<file path="src/rtl/sd_pkg.sv">
// Shared SD SPI-mode definitions: arbiter states, bus owner
// and command indices used by the block engines.
package sd_pkg;

    localparam logic [2:0] ST_INIT  = 3'd0;
    localparam logic [2:0] ST_ARB   = 3'd1;
    localparam logic [2:0] ST_START = 3'd2;
    localparam logic [2:0] ST_BUSY  = 3'd3;
    localparam logic [2:0] ST_GAP   = 3'd4;

    typedef enum logic {
        OWN_RD = 1'b0,
        OWN_WR = 1'b1
    } owner_t;

    localparam int DEF_TIMEOUT    = 4096;
    localparam int DEF_GAP_CYCLES = 8;

    localparam logic [5:0] CMD17 = 6'd17;
    localparam logic [5:0] CMD24 = 6'd24;

endpackage

</file>
<file path="src/rtl/sd_watchdog.sv">
// Loadable down-counter; expired is high whenever the count sits at zero.
// Shared by the arbiter and the engines' response timeouts.
module sd_watchdog #(
    parameter int W = 12
) (
    input  logic         clk,
    input  logic         rst_n,
    input  logic         load,
    input  logic         en,
    input  logic [W-1:0] load_val,
    output logic         expired
);

    logic [W-1:0] count;

    always_ff @(posedge clk or negedge rst_n) begin
        if (!rst_n) begin
            count <= '0;
        end else if (load) begin
            count <= load_val;
        end else if (en && (count != '0)) begin
            count <= count - 1'b1;
        end
    end

    assign expired = (count == '0);

endmodule

</file>
<file path="src/rtl/sd_access_arbiter.sv">
// Round-robin owner of the SD SPI bus: init engine until the card is
// ready, then one read or write engine per transaction with idle gaps.
module sd_access_arbiter
    import sd_pkg::*;
#(
    parameter int ADDR_W     = 32,
    parameter int TIMEOUT    = DEF_TIMEOUT,
    parameter int GAP_CYCLES = DEF_GAP_CYCLES
) (
    input  logic              clk,
    input  logic              rst_n,
    input  logic              init_done,
    input  logic              init_csn,
    input  logic              init_mosi,
    input  logic              rd_req,
    input  logic [ADDR_W-1:0] rd_addr,
    output logic              rd_gnt,
    output logic              rd_done,
    output logic              rd_err,
    input  logic              wr_req,
    input  logic [ADDR_W-1:0] wr_addr,
    output logic              wr_gnt,
    output logic              wr_done,
    output logic              wr_err,
    output logic [ADDR_W-1:0] blk_addr,
    output logic              rd_start,
    output logic              wr_start,
    output logic              eng_abort,
    input  logic              rd_eng_done,
    input  logic              rd_eng_err,
    input  logic              wr_eng_done,
    input  logic              wr_eng_err,
    input  logic              rd_eng_csn,
    input  logic              rd_eng_mosi,
    input  logic              wr_eng_csn,
    input  logic              wr_eng_mosi,
    output logic              SD_CSn,
    output logic              SD_MOSI
);

    localparam int WD_W  = $clog2(TIMEOUT);
    localparam int GAP_W = $clog2(GAP_CYCLES + 1);

    logic [2:0]       state;
    owner_t           owner;
    owner_t           last_grant;
    logic [GAP_W-1:0] gap_cnt;

    logic own_done;
    logic own_err;
    logic wd_expired;
    logic fin;
    logic fin_err;
    logic abort_c;
    logic pick_rd;
    logic pick_wr;

    sd_watchdog #(.W(WD_W)) u_wd (
        .clk      (clk),
        .rst_n    (rst_n),
        .load     (state == ST_START),
        .en       (state == ST_BUSY),
        .load_val (WD_W'(TIMEOUT - 1)),
        .expired  (wd_expired)
    );

    assign own_done = (owner == OWN_WR) ? wr_eng_done : rd_eng_done;
    assign own_err  = (owner == OWN_WR) ? wr_eng_err  : rd_eng_err;

    // Read wins a tie unless it was the last side served.
    assign pick_rd = rd_req && (!wr_req || (last_grant == OWN_WR));
    assign pick_wr = wr_req && !pick_rd;

    // Card re-init beats everything; engine done beats watchdog expiry.
    always_comb begin
        fin     = 1'b0;
        fin_err = 1'b0;
        abort_c = 1'b0;
        if ((state == ST_START) || (state == ST_BUSY)) begin
            if (!init_done) begin
                fin     = 1'b1;
                fin_err = 1'b1;
                abort_c = 1'b1;
            end else if (state == ST_BUSY) begin
                if (own_done) begin
                    fin     = 1'b1;
                    fin_err = own_err;
                end else if (wd_expired) begin
                    fin     = 1'b1;
                    fin_err = 1'b1;
                    abort_c = 1'b1;
                end
            end
        end
    end

    always_ff @(posedge clk or negedge rst_n) begin
        if (!rst_n) begin
            state      <= ST_INIT;
            owner      <= OWN_RD;
            last_grant <= OWN_WR;
            gap_cnt    <= '0;
            blk_addr   <= '0;
            rd_gnt     <= 1'b0;
            wr_gnt     <= 1'b0;
            rd_start   <= 1'b0;
            wr_start   <= 1'b0;
            rd_done    <= 1'b0;
            wr_done    <= 1'b0;
            rd_err     <= 1'b0;
            wr_err     <= 1'b0;
            eng_abort  <= 1'b0;
        end else begin
            rd_gnt    <= 1'b0;
            wr_gnt    <= 1'b0;
            rd_start  <= 1'b0;
            wr_start  <= 1'b0;
            rd_done   <= fin && (owner == OWN_RD);
            wr_done   <= fin && (owner == OWN_WR);
            rd_err    <= fin && fin_err && (owner == OWN_RD);
            wr_err    <= fin && fin_err && (owner == OWN_WR);
            eng_abort <= abort_c;
            case (state)
                ST_INIT: begin
                    if (init_done) state <= ST_ARB;
                end
                ST_ARB: begin
                    if (!init_done) begin
                        state <= ST_INIT;
                    end else if (pick_rd) begin
                        rd_gnt     <= 1'b1;
                        blk_addr   <= rd_addr;
                        owner      <= OWN_RD;
                        last_grant <= OWN_RD;
                        state      <= ST_START;
                    end else if (pick_wr) begin
                        wr_gnt     <= 1'b1;
                        blk_addr   <= wr_addr;
                        owner      <= OWN_WR;
                        last_grant <= OWN_WR;
                        state      <= ST_START;
                    end
                end
                ST_START: begin
                    if (!init_done) begin
                        state <= ST_INIT;
                    end else begin
                        rd_start <= (owner == OWN_RD);
                        wr_start <= (owner == OWN_WR);
                        state    <= ST_BUSY;
                    end
                end
                ST_BUSY: begin
                    if (!init_done) begin
                        state <= ST_INIT;
                    end else if (fin) begin
                        gap_cnt <= GAP_W'(GAP_CYCLES);
                        state   <= ST_GAP;
                    end
                end
                ST_GAP: begin
                    if (!init_done) begin
                        state <= ST_INIT;
                    end else if (gap_cnt == '0) begin
                        state <= ST_ARB;
                    end else begin
                        gap_cnt <= gap_cnt - 1'b1;
                    end
                end
                default: state <= ST_INIT;
            endcase
        end
    end

    always_comb begin
        SD_CSn  = 1'b1;
        SD_MOSI = 1'b1;
        if (state == ST_INIT) begin
            SD_CSn  = init_csn;
            SD_MOSI = init_mosi;
        end else if (state == ST_BUSY) begin
            SD_CSn  = (owner == OWN_WR) ? wr_eng_csn  : rd_eng_csn;
            SD_MOSI = (owner == OWN_WR) ? wr_eng_mosi : rd_eng_mosi;
        end
    end

endmodule

</file>
<file path="config.mk">
export PLATFORM = sky130hd
export DESIGN_NAME = sd_access_arbiter
export DESIGN_NICKNAME = d
export VERILOG_FILES = /design/src/rtl/sd_pkg.sv /design/src/rtl/sd_watchdog.sv /design/src/rtl/sd_access_arbiter.sv
export SDC_FILE = /design/constraint.sdc
export NUM_CORES = 1
export LEC_CHECK = 0
export CORE_ASPECT_RATIO = 1.1
export CORE_UTILIZATION = 47
export DETAILED_ROUTE_END_ITERATION = 10
export PLACE_DENSITY = 0.94
export SYNTH_ARGS = -nofsm -noshare
export SYNTH_HDL_FRONTEND = slang
export SYNTH_SLANG_ARGS = --single-unit
</file>
<file path="constraint.sdc">
create_clock -name clk -period 2.6 [get_ports clk]
set_input_delay 0.52 -clock clk [delete_from_list [all_inputs] [get_ports clk]]
set_output_delay 0.52 -clock clk [all_outputs]
set_load 0.005 [all_outputs]
</file>
==> qor.csv, run 1 <==
stage,metric,value,unit
placement,DP HPWL,5969,microns
layout,Layout area overhead,51.42,%
sta,endpoints failing setup,0,
synth,post-synthesis cell area,3047,sq um
clock_network,clock latency on the worst-skew pair,0.34,ns
sta,RSZ-0062 raised after global routing,false,
sta,clock period minus worst slack,2.504,ns
worst_setup_path,Worst Path Required,2.08,ns
detailed_routing,via count,2730,
clock_network,post-CTS setup buffers,0,
worst_setup_path,startpoint types,primary input,
detailed_routing,post-route ant nets,0,
synth,"Avg Cell Area, Syn",10.16,sq um
global_route,Total GRT Usage,25.71,%
layout,fillers,417,
detailed_routing,DRT Wirelength,7964,microns
global_route,total grt overflow,0,
clock_network,H-Tree Depth,3,
sta,fin. max-slew vios,0,
synth,number of distinct library cells after synthesis,45,
clock_network,cts hold-fix bufs,0,
sta,Hold WS,0.1479,ns
pwr,pwr/cell area,739.5,nW/um^2
die,Core Rows,30,
layout,layout cells sized above 1,8.197,%
worst_setup_path,CP Max Fanout,1,
sta,final clock skew,0.009472,ns
clock_network,"Reg clk slew, reported paths",0.07,ns
detailed_routing,WL/cell,15.71,microns
sta,Achievable Freq,399.3,MHz
clock_network,CTS Buffer Depth,2,
synth,Seq cells post-synth,62,
die,Die Height,86.44,microns
hold_path,HP Class,primary input to async pin,
detailed_routing,total iterations of the first detailed-routing run,4,
worst_setup_path,R2R cell count,7,
placement,port bufs,121,
sta,period utilisation layout,96.33,%
run_status,outcome,finished clean,
synth,sequential area share after synthesis,50.97,%
synth,post-synthesis cell count,300,
layout,post-route insts no fill,507,
layout,antenna cell count,0,
synth,Synth Net Count,383,
synth,Synth area leader,dfrtp_1,
die,initial core utilization,48.90,%
clock_network,clock buffer count from CTS,9,
placement,placed cells,491,
detailed_routing,vias per inst,5.385,
worst_setup_path,critical path type,primary input to output pin,
global_route,initial antenna violation count,0,
global_route,vias in the first global route,2768,
clock_network,Root Driver,clkbuf_8,
placement,DP Area,4383,sq um
sta,Relative slew margins,65.40,%
layout,final net count,505,
detailed_routing,DRT iter0 DRCs,155,
worst_setup_path,CP endpoint kind,output pin,
pwr,Design Power,0.003411,W
clock_network,post-cts resize count,0,
synth,Ys Warns,0,
run,max cap viols,0,
worst_setup_path,Worst EP arrival,1.98,ns
sta,Fin. Hold Viols,0,
die,num ports,122,
die,Core ar.,6231,sq um
synth,Yosys top cell area share,50.10,%
placement,Final Wtd Congestion,0.7864,
clock_network,CTS tree,built,
die,chip width,78.77,microns
global_route,first-pass GRT wire length,13070,microns
die,Die ar.,6808,sq um
layout,final instance area,4613,sq um
pwr,Pleak,2.069,nW
pwr,VDD IR max,0.0004817,V
sta,actual slew at the worst max-slew pin,0.5190,ns
global_route,pin count of the biggest net entering global routing,54,
synth,Synth Flop Type,dfrtp_1,
clock_network,CTS sink cnt,62,
detailed_routing,DRC,0,
synth,Synth area leaders,"dfrtp_1 (50%), mux2i_1 (11%), nand2_1 (6.7%)",
synth,Post-synth ARST share,100.0,%
synth,"EDFF count, synth",0,
sta,final setup TNS,0,ns
[per-layer routing]
| layer | global-route usage [%] | wire length (microns) | vias up |
|---|---|---|---|
| li1 | - | - | 1297 |
| met5 | 0 | 0 | - |
| met3 | 7.579 | 608 | 22 |
| met4 | 13.64 | 231 | 0 |
| met2 | 43.64 | 4132 | 119 |
| met1 | 29.19 | 2992 | 1292 |
[where the power goes]
part           internal (W)  switching [W]  leakage [nW]
combinational      0.000605       0.000445          1.21
clock              0.000637       0.000371         0.115
sequential          0.00120       0.000158         0.744
total               0.00244       0.000974          2.07
[critical path, cell delays in order]
cell             delay [ns]
clkdlybuf4s50_1        0.39
mux2i_1                0.23
a31oi_1                0.11
or2_2                  0.28
clkdlybuf4s50_1        0.45
[per-stage QoR]
stage	util (%)	setup slack [ns]
after CTS	74.04	0.05901
after floorplan	-	0.8575
final	74.04	0.09552
after global placement	70.34	0.06920
after detailed placement	70.34	0.05896
after global routing	74.04	0.04510
[synth_stat cells (2+ instances only)]
master	count
a211oi_1	2
a21oi_1	6
a31oi_1	3
and3_1	3
and4_1	2
buf_2	9
clkbuf_1	7
dfrtp_1	61
ha_1	4
inv_1	10
mux2i_1	35
nand2_1	54
nand3_1	7
nand4_1	6
nand4b_1	3
nor2_1	4
nor2b_1	4
nor3_1	7
nor4_1	3
o21ai_0	38
or2_2	2
xor2_1	7
[path summary, 6_finish.rpt]
kind,start,slack (ns),end
setup / recovery,wr_eng_mosi,0.1,SD_MOSI
min in group clk,last_grant,0.48,last_grant
hold / removal,rst_n,0.15,blk_addr[0]
hold reg to reg,last_grant,0.48,last_grant
max in group asynchronous,rst_n,1.79,last_grant
setup reg to reg,state[0],0.68,blk_addr[14]
[cell usage in the layout (no fill, tap or decap), types with 2 or more instances in the layout]
master	instances
a31oi_1	3
or2_2	2
ha_1	4
a211oi_1	2
nor3_1	7
clkbuf_8	9
nand2_1	54
dfrtp_1	61
buf_4	5
and3_1	3
xor2_1	7
clkdlybuf4s50_1	120
bufinv_16	3
a21oi_1	6
nand4b_1	3
and4_1	2
nand4_1	6
nor2_1	4
nand3_1	7
o21ai_0	36
mux2i_1	35
o21ai_4	3
nor2b_1	4
nor4_1	3
inv_1	10
buf_12	3
clkbuf_1	3
[final cells by class]
| type | count | area, sq um | share of cell area, % |
|---|---|---|---|
| clock buffer | 12 | 135.1 | 2.929 |
| clock inverter | 4 | 95.09 | 2.061 |
| inverter | 11 | 43.79 | 0.9493 |
| multi-input combinational | 209 | 1383 | 29.97 |
| sequential | 62 | 1553 | 33.66 |
| tap | 80 | 100.1 | 2.170 |
| timing repair buffer | 129 | 1304 | 28.26 |
[logic make-up after synthesis]
| kind of cell | count (synthesis) | synth area share [%] |
|---|---|---|
| AOI/OAI and AO/OA | 61 | 12.36 |
| xor gates and xnor gates | 7 | 2.012 |
| adders and majority gates | 4 | 1.643 |
| buffers and inverters | 29 | 4.395 |
| DFF | 62 | 50.97 |
| muxes | 36 | 11.99 |
| and+or+nand+nor | 101 | 16.63 |
[registers in the layout, summed over array words and instances (netlist names), 3 cells and up]
register	count
blk_addr	32
gap_cnt	4
state	3
u_wd.count	12
(Power assumes the default switching activity.)
==> inputs of run 2 (changes only) <==
--- a/config.mk
+++ b/config.mk
@@ -5,10 +5,13 @@
 export SDC_FILE = /design/constraint.sdc
 export NUM_CORES = 1
 export LEC_CHECK = 0
+export CELL_PAD_IN_SITES_DETAIL_PLACEMENT = 0
+export CELL_PAD_IN_SITES_GLOBAL_PLACEMENT = 2
 export CORE_ASPECT_RATIO = 1.1
-export CORE_UTILIZATION = 47
+export CORE_UTILIZATION = 25
 export DETAILED_ROUTE_END_ITERATION = 10
-export PLACE_DENSITY = 0.94
+export PLACE_DENSITY = 0.87
+export SLEW_MARGIN = 20
 export SYNTH_ARGS = -nofsm -noshare
 export SYNTH_HDL_FRONTEND = slang
 export SYNTH_SLANG_ARGS = --single-unit
==> constraint.sdc (replaced) <==
create_clock -name clk -period 2.5 [get_ports clk]
set_input_delay 0.5 -clock clk [delete_from_list [all_inputs] [get_ports clk]]
set_output_delay 0.5 -clock clk [all_outputs]
set_load 0.005 [all_outputs]
==> qor.csv, run 2 (synthesized netlist as in run 1, its figures left out) <==
stage,metric,value,unit
run_status,outcome,finished clean,
global_route,GR Layer Usage met2,19.11,%
run,max cap viols,0,
layout,Biggest register,blk_addr,
sta,Fin. Hold Viols,0,
worst_setup_path,critical path type,primary input to output pin,
layout,final instance area,4790,sq um
placement,placed cells,561,
sta,period utilisation layout,95.06,%
die,Die ar.,12630,sq um
die,num ports,122,
worst_setup_path,startpoint types,primary input,
die,Core Rows,41,
global_route,first-pass GRT wire length,13260,microns
sta,Relative slew margins,53.48,%
layout,final net count,505,
placement,DP Area,4471,sq um
layout,FF+latch area,1554,sq um
placement,DP HPWL,6070,microns
detailed_routing,via count,2584,
layout,"commonest non-fill, non-tap cell in the layout",clkdlybuf4s50_1,
layout,Largest regs,"blk_addr (32), u_wd.count (12), gap_cnt (4)",
global_route,total grt overflow,0,
global_route,vias in the first global route,2600,
sta,clock period minus worst slack,2.377,ns
clock_network,clock latency on the worst-skew pair,0.33,ns
layout,fillers,1168,
layout,Layout area overhead,57.21,%
layout,most frequent cells in the layout,"clkdlybuf4s50_1 (120), dfrtp_1 (60), nand2_1 (54)",
global_route,pin count of the biggest net entering global routing,39,
clock_network,cts hold-fix bufs,0,
layout,max reg flops,32,
die,Die Height,117.8,microns
clock_network,Root Driver,clkbuf_16,
clock_network,H-Tree Depth,3,
sta,fin. max-slew vios,0,
clock_network,CTS tree,built,
detailed_routing,WL/cell,14.02,microns
worst_setup_path,cell mode on critical path,clkdlybuf4s50_1,
global_route,Total GRT Usage,13.67,%
die,chip width,107.3,microns
worst_setup_path,Worst Path Required,2.00,ns
worst_setup_path,CP Max Fanout,1,
pwr,VDD IR max,0.0003001,V
worst_setup_path,CP max-delay cell,clkdlybuf4s50_1,
detailed_routing,vias per inst,4.471,
detailed_routing,DRC,0,
sta,final clock skew,0.008865,ns
pwr,Pleak,2.106,nW
worst_setup_path,CP endpoint kind,output pin,
sta,Hold WS,0.1931,ns
layout,layout cells sized above 1,8.899,%
worst_setup_path,Worst EP arrival,1.88,ns
detailed_routing,post-route ant nets,0,
clock_network,"Reg clk slew, reported paths",0.05,ns
global_route,layer with the highest usage,met2,
die,Core ar.,11640,sq um
hold_path,HP Class,primary input to async pin,
sta,final setup TNS,0,ns
layout,multi-input logic area,1383,sq um
sta,actual slew at the worst max-slew pin,0.6952,ns
placement,port bufs,121,
clock_network,CTS Buffer Depth,2,
sta,endpoints failing setup,0,
detailed_routing,DRT iter0 DRCs,61,
worst_setup_path,crit-path cells,clkdlybuf4s50_1 -> mux2i_1 -> a31oi_1 -> or2_2 -> clkdlybuf4s50_1,
sta,Achievable Freq,420.8,MHz
global_route,met3 usage,6.091,%
clock_network,clock buffer count from CTS,9,
die,initial core utilization,26.16,%
clock_network,CTS sink cnt,62,
detailed_routing,DRT Wirelength,8106,microns
worst_setup_path,largest stage delay on the critical path,0.44,ns
sta,RSZ-0062 raised after global routing,false,
detailed_routing,total iterations of the first detailed-routing run,5,
layout,post-route insts no fill,578,
pwr,pwr/cell area,788.8,nW/um^2
placement,Final Wtd Congestion,0.7659,
global_route,initial antenna violation count,0,
global_route,met1 usage,17.84,%
## run 2: cell count changes in the layout (fill, tap and decap cells not counted), sizes merged
cell,delta
diode,+1
clkinv,+2
bufinv,-1
clkinvlp,+1
clkbuf,-2
## run 2: through the flow
| step | setup slack [ns] | utilization [%] | power [W] |
|---|---|---|---|
| 6_report | 0.1235 | 41.13 | 0.003778 |
| 5_1_grt | 0.03769 | 41.11 | 0.004020 |
| 4_1_cts | 0.06650 | 41.10 | 0.003831 |
| 3_5_place_dp | 0.1286 | 38.39 | 0.002484 |
| 3_3_place_gp | 0.1572 | 38.39 | 0.002473 |
| 2_1_floorplan | 0.7575 | - | 0.001837 |
## run 2: cell type report
class                      count  area share [%]
antenna                        1         0.05225
clock buffer                  10           4.781
clock inverter                 6           1.803
inverter                      11          0.9143
multi-input combinational    209           28.87
sequential                    62           32.45
tap                          150           3.918
timing repair buffer         129           27.22
## run 2: path summary, 6_finish.rpt
| check | from | to | slack [ns] | cells past startpoint |
|---|---|---|---|---|
| min in group clk | blk_addr[16] | blk_addr[16] | 0.47 | 2 |
| worst min register to register | blk_addr[16] | blk_addr[16] | 0.47 | 2 |
| worst max register to register | u_wd.count[0] | u_wd.count[10] | 0.58 | 7 |
| max in group asynchronous | rst_n | last_grant | 1.63 | 2 |
| worst min-delay path | rst_n | blk_addr[21] | 0.19 | 1 |
| worst max-delay path | wr_eng_mosi | SD_MOSI | 0.12 | 5 |
## run 2: timing repair
action                                 in CTS  in global routing
endpoints found under the hold margin       0                  0
setup endpoints to repair                   0                  2
setup buffers                               0                  0
gates resized for setup                     0                  1
## run 2: worst max-delay path, delay by kind of cell
kind	cells	cell delay, ns
mux	1	0.16
compound gates	1	0.09
buf+inv	2	0.84
simple gates	1	0.28
## run 2: power by group
part	internal (W)	total [W]	switching, W
combinational	0.000627	0.00105	0.000426
clock	0.000870	0.00132	0.000447
sequential	0.00125	0.00141	0.000162
total	0.00274	0.00378	0.00104
## run 2: layer usage
layer | share of wire [%] | up-vias
li1 | - | 1297
met2 | 41 | 114
met5 | 0 | -
met3 | 12 | 11
met4 | 1.6 | 0
met1 | 45 | 1162
==> inputs of run 3 (changes only) <==
--- a/config.mk
+++ b/config.mk
@@ -11,6 +11,8 @@
 export CORE_UTILIZATION = 25
 export DETAILED_ROUTE_END_ITERATION = 10
 export PLACE_DENSITY = 0.87
+export REMOVE_ABC_BUFFERS = 1
+export SKIP_LAST_GASP = 1
 export SLEW_MARGIN = 20
 export SYNTH_ARGS = -nofsm -noshare
 export SYNTH_HDL_FRONTEND = slang
==> qor.csv, run 3 (synthesized netlist as in run 1, its figures left out) <==
stage,metric,value,unit
sta,final setup TNS,0,ns
layout,antenna cell count,0,
run_status,outcome,finished clean,
worst_setup_path,startpoint types,primary input,
pwr,switching portion of total power,26.87,%
global_route,total grt overflow,0,
layout,final instance area,4786,sq um
clock_network,Root Driver,clkbuf_16,
layout,post-route insts no fill,577,
placement,Final Wtd Congestion,0.7138,
layout,max reg flops,32,
clock_network,CTS Buffer Depth,2,
worst_setup_path,WP depth,5,
detailed_routing,DRT Wirelength,7604,microns
die,num ports,122,
worst_setup_path,critical path's top delay family,buffers and inverters,
clock_network,H-Tree Depth,3,
die,Die ar.,12630,sq um
clock_network,post-CTS setup buffers,0,
worst_setup_path,crit-path cells,clkdlybuf4s50_1 -> mux2i_1 -> a31oi_1 -> or2_2 -> clkdlybuf4s50_1,
worst_setup_path,largest stage delay on the critical path,0.44,ns
sta,Relative slew margins,58.16,%
layout,Biggest register,blk_addr,
die,Core ar.,11640,sq um
pwr,VDD IR max,0.0003021,V
detailed_routing,total iterations of the first detailed-routing run,4,
global_route,initial antenna violation count,0,
sta,Fin. Hold Viols,0,
pwr,Design Power,0.003753,W
worst_setup_path,Worst Path Required,2.00,ns
placement,port bufs,121,
layout,layout cells sized above 1,8.665,%
worst_setup_path,Worst Path Buf+Inv,2,
die,chip width,107.3,microns
clock_network,"Reg clk slew, reported paths",0.05,ns
detailed_routing,DRT iter0 DRCs,119,
worst_setup_path,cell mode on critical path,clkdlybuf4s50_1,
placement,DP HPWL,5708,microns
pwr,internal cell power,0.002745,W
sta,fin. max-slew vios,0,
detailed_routing,post-route ant nets,0,
hold_path,HP Class,primary input to async pin,
sta,actual slew at the worst max-slew pin,0.6276,ns
die,initial core utilization,26.16,%
worst_setup_path,CP Max Fanout,1,
layout,final net count,505,
global_route,first-pass GRT wire length,13210,microns
worst_setup_path,CP endpoint kind,output pin,
worst_setup_path,Crit. Startpoint,rd_eng_mosi,
layout,fillers,1158,
detailed_routing,DRC,0,
pwr,pwr/cell area,784.2,nW/um^2
global_route,Total GRT Usage,13.15,%
global_route,vias in the first global route,2784,
placement,placed cells,561,
worst_setup_path,R2R setup slack,0.60,ns
pwr,P_sw,0.001008,W
layout,most frequent cells in the layout,"clkdlybuf4s50_1 (120), dfrtp_1 (61), nand2_1 (54)",
pwr,share of power burned in registers,37.1,%
global_route,pin count of the biggest net entering global routing,46,
pwr,share of total power in combinational logic,28.1,%
clock_network,cts hold-fix bufs,0,
clock_network,CTS sink cnt,62,
worst_setup_path,CP max-delay cell,clkdlybuf4s50_1,
die,Core Rows,41,
placement,DP Area,4471,sq um
sta,Achievable Freq,421.2,MHz
run,max cap viols,0,
sta,RSZ-0062 raised after global routing,false,
layout,"commonest non-fill, non-tap cell in the layout",clkdlybuf4s50_1,
die,Die Height,117.8,microns
worst_setup_path,Worst EP arrival,1.87,ns
clock_network,CTS tree,built,
detailed_routing,WL/cell,13.18,microns
clock_network,clock latency on the worst-skew pair,0.32,ns
pwr,Clk pwr share,34.8,%
detailed_routing,vias per inst,4.558,
sta,final clock skew,0.006501,ns
sta,endpoints failing setup,0,
layout,Largest regs,"blk_addr (32), u_wd.count (12), gap_cnt (4)",
sta,period utilisation layout,94.97,%
layout,Layout area overhead,57.08,%
worst_setup_path,Worst R2R Start,state[1],
clock_network,clock buffer count from CTS,9,
worst_setup_path,worst flop-to-flop path endpoint,u_wd.count[7],
clock_network,post-cts resize count,0,
worst_setup_path,critical path type,primary input to output pin,
pwr,Pleak,2.106,nW
sta,clock period minus worst slack,2.374,ns
detailed_routing,via count,2630,
worst_setup_path,R2R cell count,6,
## run 3: through the flow
stage	util [%]	worst slack [ns]	hold slack, ns
2_1_floorplan	-	-2.121	0.2044
3_3_place_gp	38.39	0.1578	0.4601
3_5_place_dp	38.39	0.1202	0.4692
4_1_cts	41.10	0.1162	0.2107
5_1_grt	41.10	0.06703	0.2502
6_report	41.10	0.1258	0.1974
## run 3: area by class of cell
type	instances	area (sq um)	share of cell area [%]
clock buffer	10	229.0	4.784
clock inverter	6	86.33	1.804
timing repair buffer	129	1304	27.24
tap	150	187.7	3.922
inverter	11	43.79	0.9150
sequential	62	1553	32.44
multi-input combinational	209	1383	28.89
## run 3: worst reg2reg max path, delay by kind of cell, from the launching register on
kind,cells,cell delay [ns]
flip-flops,1,0.53
AND/OR/NAND/NOR,4,0.86
XOR/XNOR,1,0.15
buffers and inverters,1,0.21
## run 3: power groups by stage
stage	Combinational (W)	Clock (W)	Sequential, W
final	0.00105	0.00131	0.00139
after global routing	0.00118	0.00139	0.00143
after CTS	0.00108	0.00135	0.00140
after detailed placement	0.00108	0	0.00140
after global placement	0.00106	0	0.00140
after floorplan	0.000416	0	0.00142
## run 3: worst max-delay path by stage
stage,end
4_1_cts,SD_MOSI
3_3_place_gp,SD_MOSI
6_report,SD_MOSI
3_5_place_dp,SD_MOSI
5_1_grt,SD_CSn
2_1_floorplan,blk_addr[0]
## run 3: per-layer routing
metal  wire length, microns  global-route usage [%]  vias to the layer above
met3                    641                   4.928                        4
met1                   3165                   15.37                     1237
met4                     51                   3.596                        0
met2                   3745                   22.34                       96
met5                      0                       0                        -
li1                       -                       -                     1293
==> variant 1, RTL diff (config.mk and constraints of run 1) <==
Register the output `wr_err` once more, with the module's reset; this adds one clock of latency there. The other outputs are not delayed to match.
--- a/src/rtl/sd_access_arbiter.sv
+++ b/src/rtl/sd_access_arbiter.sv
@@ -40,6 +40,8 @@
 
     localparam int WD_W  = $clog2(TIMEOUT);
     localparam int GAP_W = $clog2(GAP_CYCLES + 1);
+
+    logic wr_err_s0;
 
     logic [2:0]       state;
     owner_t           owner;
@@ -108,7 +110,7 @@
             rd_done    <= 1'b0;
             wr_done    <= 1'b0;
             rd_err     <= 1'b0;
-            wr_err     <= 1'b0;
+            wr_err_s0  <= 1'b0;
             eng_abort  <= 1'b0;
         end else begin
             rd_gnt    <= 1'b0;
@@ -118,7 +120,7 @@
             rd_done   <= fin && (owner == OWN_RD);
             wr_done   <= fin && (owner == OWN_WR);
             rd_err    <= fin && fin_err && (owner == OWN_RD);
-            wr_err    <= fin && fin_err && (owner == OWN_WR);
+            wr_err_s0 <= fin && fin_err && (owner == OWN_WR);
             eng_abort <= abort_c;
             case (state)
                 ST_INIT: begin
@@ -184,5 +186,13 @@
         end
     end
 
+    always_ff @(posedge clk or negedge rst_n) begin
+        if (!rst_n) begin
+            wr_err <= '0;
+        end else begin
+            wr_err <= wr_err_s0;
+        end
+    end
+
 endmodule
 
Formal check against the unedited RTL: not equivalent (Yosys sat finds a counterexample within 4 cycles, from zero or initial values and one cycle with rst_n low).
==> variant 1 against run 1 <==
  * Die area is 3.5% higher
  * Clock skew is 2.0 ps higher
  * Area after synthesis increased by 3.6%
  * Power increased by 21%
  * Sequential cell count increased by 1
  * Cell count up 0.79%
  * First-iteration DRC count rose by 10%
  * Wire length increased by 2.6%
  * Largest cell class unchanged
  * Worst setup slack better by 39 ps
  * Synthesized cell count grew 1.3%
  * Design area up 1.8%
  * Register-to-register slack worse by 120 ps
==> variant 1: results <==
{
  "status": "completed",
  "power.combinational.fraction": 0.396,
  "worst_ep_arrival_time_ps": 1950,
  "routed_wirelength_um": 8168,
  "synth_top_cells_by_area": "dfrtp_1, mux2i_1, a21oi_1",
  "clock_skew_ps": 11.44,
  "critical-path-top-delay-family": "simple AND/OR/NAND/NOR gates",
  "seq_power_share": 0.392,
  "design.final.nets": 509,
  "synth-seq-area-share": 0.5000,
  "reg2reg_to": "state[0]$_DFFE_PN0P_",
  "p_leak_nw": 2.023,
  "drive_above_1_share": 0.08353,
  "num_antenna_cells": 0,
  "placedInstanceArea_um2": 4484,
  "crit_fanout": 14,
  "power_switching_share": 0.3167,
  "crit_slowest_cell": "dfrtp_1",
  "place_inst": 495,
  "synth_cell_type_count": 54,
  "timing.reg2reg.worst_path_depth": 6,
  "critPathMaxStageDelay_ps": 530,
  "worst_setup_path_endpoint": "SD_CSn",
  "final_cell_count_without_fillers": 511,
  "worst_slew_pin_slew_ps": 649.4,
  "post_synth_most_frequent_cells": "dfrtp_1, nor2_1, a21oi_1",
  "fmax_mhz": 405.5,
  "p_comb_mw": 1.64,
  "worst_hold_margin_ps": 190.9,
  "clk_root_buffer_cell": "clkbuf_8",
  "synth_nets": 387,
  "grt_first_pass_wirelength_um": 12820,
  "via_per_inst": 5.548,
  "port_buffers": 121,
  "grt_start_max_net_pins": 65,
  "dr.first_iter.drc_count": 171,
  "routabilityCongestion": 0.8601,
  "ff2ff_setup_slack_ps": 560,
  "crit_path_start": "state[0]$_DFFE_PN0P_",
  "rr_startpoint": "u_wd.count[0]$_DFFE_PN0P_",
  "layout.filler_cells": 435,
  "hpwlAfterDp_um": 6029,
  "post_syn_instances": 304,
  "worst_ir_drop_vdd_uv": 477.8,
  "grt_pass1_vias": 2747,
  "dp_slack_ps": 337.5,
  "cts_resized": 0,
  "post_cts_buffers": 0,
  "grt.total_usage": 0.2435
}
variant 1: metal layers:
| metal | up-vias | GRT usage | share of wire |
|---|---|---|---|
| li1 | 1355 | - | - |
| met1 | 1326 | 0.2800 | 0.39 |
| met2 | 126 | 0.4235 | 0.51 |
| met3 | 28 | 0.05104 | 0.071 |
| met4 | 0 | 0.1347 | 0.032 |
| met5 | - | 0 | 0 |
variant 1: cell type report:
cell class,count,area [um2],area share
clock inverters,2,37.54,0.007996
multi-input cells,218,1491,0.3177
inverters,7,26.28,0.005597
clock buffers,14,172.7,0.03678
flip-flops and latches,63,1578,0.3361
repair buffers,127,1289,0.2745
well taps,80,100.1,0.02132
variant 1: cell families (layout without fill, tap and decap cells):
kind of cell	Yosys count	after routing	synth area share
simple gates	103	103	0.1919
compound gates	72	72	0.1368
flops	63	63	0.5000
mux	37	37	0.1182
buf+inv	23	150	0.03132
fa+ha+maj	5	5	0.01903
xor+xnor	1	1	0.002776
==> variant 2, RTL diff (settings of run 1) <==
Without the edit above. The package constant `DEF_TIMEOUT` goes from 4096 to 16384.
--- a/src/rtl/sd_pkg.sv
+++ b/src/rtl/sd_pkg.sv
@@ -13,7 +13,7 @@
         OWN_WR = 1'b1
     } owner_t;
 
-    localparam int DEF_TIMEOUT    = 4096;
+    localparam int DEF_TIMEOUT    = 16384;
     localparam int DEF_GAP_CYCLES = 8;
 
     localparam logic [5:0] CMD17 = 6'd17;
Behaviour: no difference found for any inputs over 10 cycles, from zero or initial values and one cycle with rst_n low; that may be too few to reach the edited logic, so the function may still have changed.
==> variant 2 against run 1 <==
  * First-iteration DRC count increased by 54%
  * Synthesized cell count is 9.3% higher
  * Wire length grew 16%
  * Design area grew 5.3%
  * Worst setup slack gained 3.1 ps
  * Global-route usage fell by 0.27 points
  * Sequential cell count rose by 2
  * Area after synthesis is 7.1% higher
  * Non-clock buffer count grew 4
  * Largest cell class unchanged
Power is not compared: it rests on default switching activity, and its combinational part moved more than twofold at a synthesized area within 25%.
==> variant 2: results <==
{
  "synth-seq-area-share": 0.4910,
  "synth.yosys.warnings": 0,
  "grt_first_pass_wirelength_um": 13860,
  "post_synth_most_frequent_cells": "dfrtp_1, nor2_1, a21oi_1, mux2i_1, clkbuf_1",
  "reg2reg_to": "rd_err$_DFF_PN0_",
  "synth_top_cells_by_area": "dfrtp_1, mux2i_1, a21oi_1",
  "status": "completed",
  "grt.total_usage": 0.2544,
  "synth_nets": 411,
  "timing.reg2reg.worst_path_depth": 6,
  "route.detailed.wl_per_inst_um": 17.06,
  "rr_startpoint": "u_wd.count[0]$_DFFE_PN0P_",
  "worst_hold_margin_ps": 344.0,
  "dp_slack_ps": 140.4,
  "routabilityCongestion": 0.9134,
  "dr.first_iter.drc_count": 238,
  "clock_skew_ps": 10.94,
  "drt_first_pass_iters": 5,
  "design.final.nets": 537,
  "htree_levels": 3,
  "ff2ff_setup_slack_ps": 100,
  "synth_cell_type_count": 51,
  "layout.filler_cells": 446,
  "worst_ep_arrival_time_ps": 2760,
  "reg.largest.list": "blk_addr: 32 flops, u_wd.count: 14 flops, gap_cnt: 4 flops",
  "hpwlAfterDp_um": 6650,
  "grt_start_max_net_pins": 65,
  "power_switching_mw": 1.724
}
## variant 2: metal layers
| layer | up-vias | share of wire | track usage | routed length (um) |
|---|---|---|---|---|
| met2 | 159 | 0.50 | 0.4402 | 4632 |
| met3 | 27 | 0.096 | 0.05408 | 889 |
| met5 | - | 0 | 0 | 0 |
| met1 | 1537 | 0.37 | 0.2914 | 3433 |
| met4 | 0 | 0.029 | 0.1412 | 272 |
| li1 | 1466 | - | - | - |
## variant 2: per-stage QoR
stage               instance area (um2)  cells  utilization
finish                             4856    541       0.7321
global route                       4856    541       0.7321
CTS                                4856    541       0.7321
detailed placement                 4636    525       0.6989
global placement                   4636    525       0.6989
floorplan                          3264    328            -
## variant 2: cell families (layout without fill, tap and decap cells)
logic type,count (synthesis),in the layout,synth area share
mux,37,37,0.1138
buf+inv,27,158,0.03143
flops,64,64,0.4910
fa+ha+maj,5,5,0.01840
simple gates,118,118,0.1890
compound gates,77,77,0.1564
## variant 2: worst max path at each step
stage                                    startpoint  slack [ps]                   endpoint
after floorplan           u_wd.count[0]$_DFFE_PN0P_         320  u_wd.count[3]$_DFFE_PN0P_
after global placement    u_wd.count[0]$_DFFE_PN0P_         210           rd_err$_DFF_PN0_
after detailed placement  u_wd.count[0]$_DFFE_PN0P_         140           rd_err$_DFF_PN0_
after CTS                 u_wd.count[0]$_DFFE_PN0P_         120           rd_err$_DFF_PN0_
after global routing      u_wd.count[0]$_DFFE_PN0P_          30           rd_err$_DFF_PN0_
final                     u_wd.count[0]$_DFFE_PN0P_         100           rd_err$_DFF_PN0_
## variant 2: final cells by class
type / count / area share
Inverter: 9 / 0.006957
Clock inverter: 7 / 0.01984
Sequential cell: 64 / 0.3301
Clock buffer: 9 / 0.02551
Multi-Input combinational cell: 237 / 0.3244
Timing Repair Buffer: 133 / 0.2721
Tap cell: 82 / 0.02113
## variant 2: worst max-delay path: stages (launching register included)
cell and delay (ps):
dfrtp_1 430, inv_1 110, ha_1 140, or4b_4 490, or4_4 630, a211o_1 390
a211oi_2 230
## variant 2: power by group through the flow
| stage | Clock [mW] | Sequential [mW] | Combinational [mW] |
|---|---|---|---|
| floorplan | 0 | 1.69 | 1.07 |
| global placement | 0 | 1.72 | 2.00 |
| detailed placement | 0 | 1.76 | 2.11 |
| CTS | 0.957 | 1.75 | 2.13 |
| global route | 1.00 | 1.81 | 2.33 |
| finish | 0.943 | 1.76 | 2.13 |
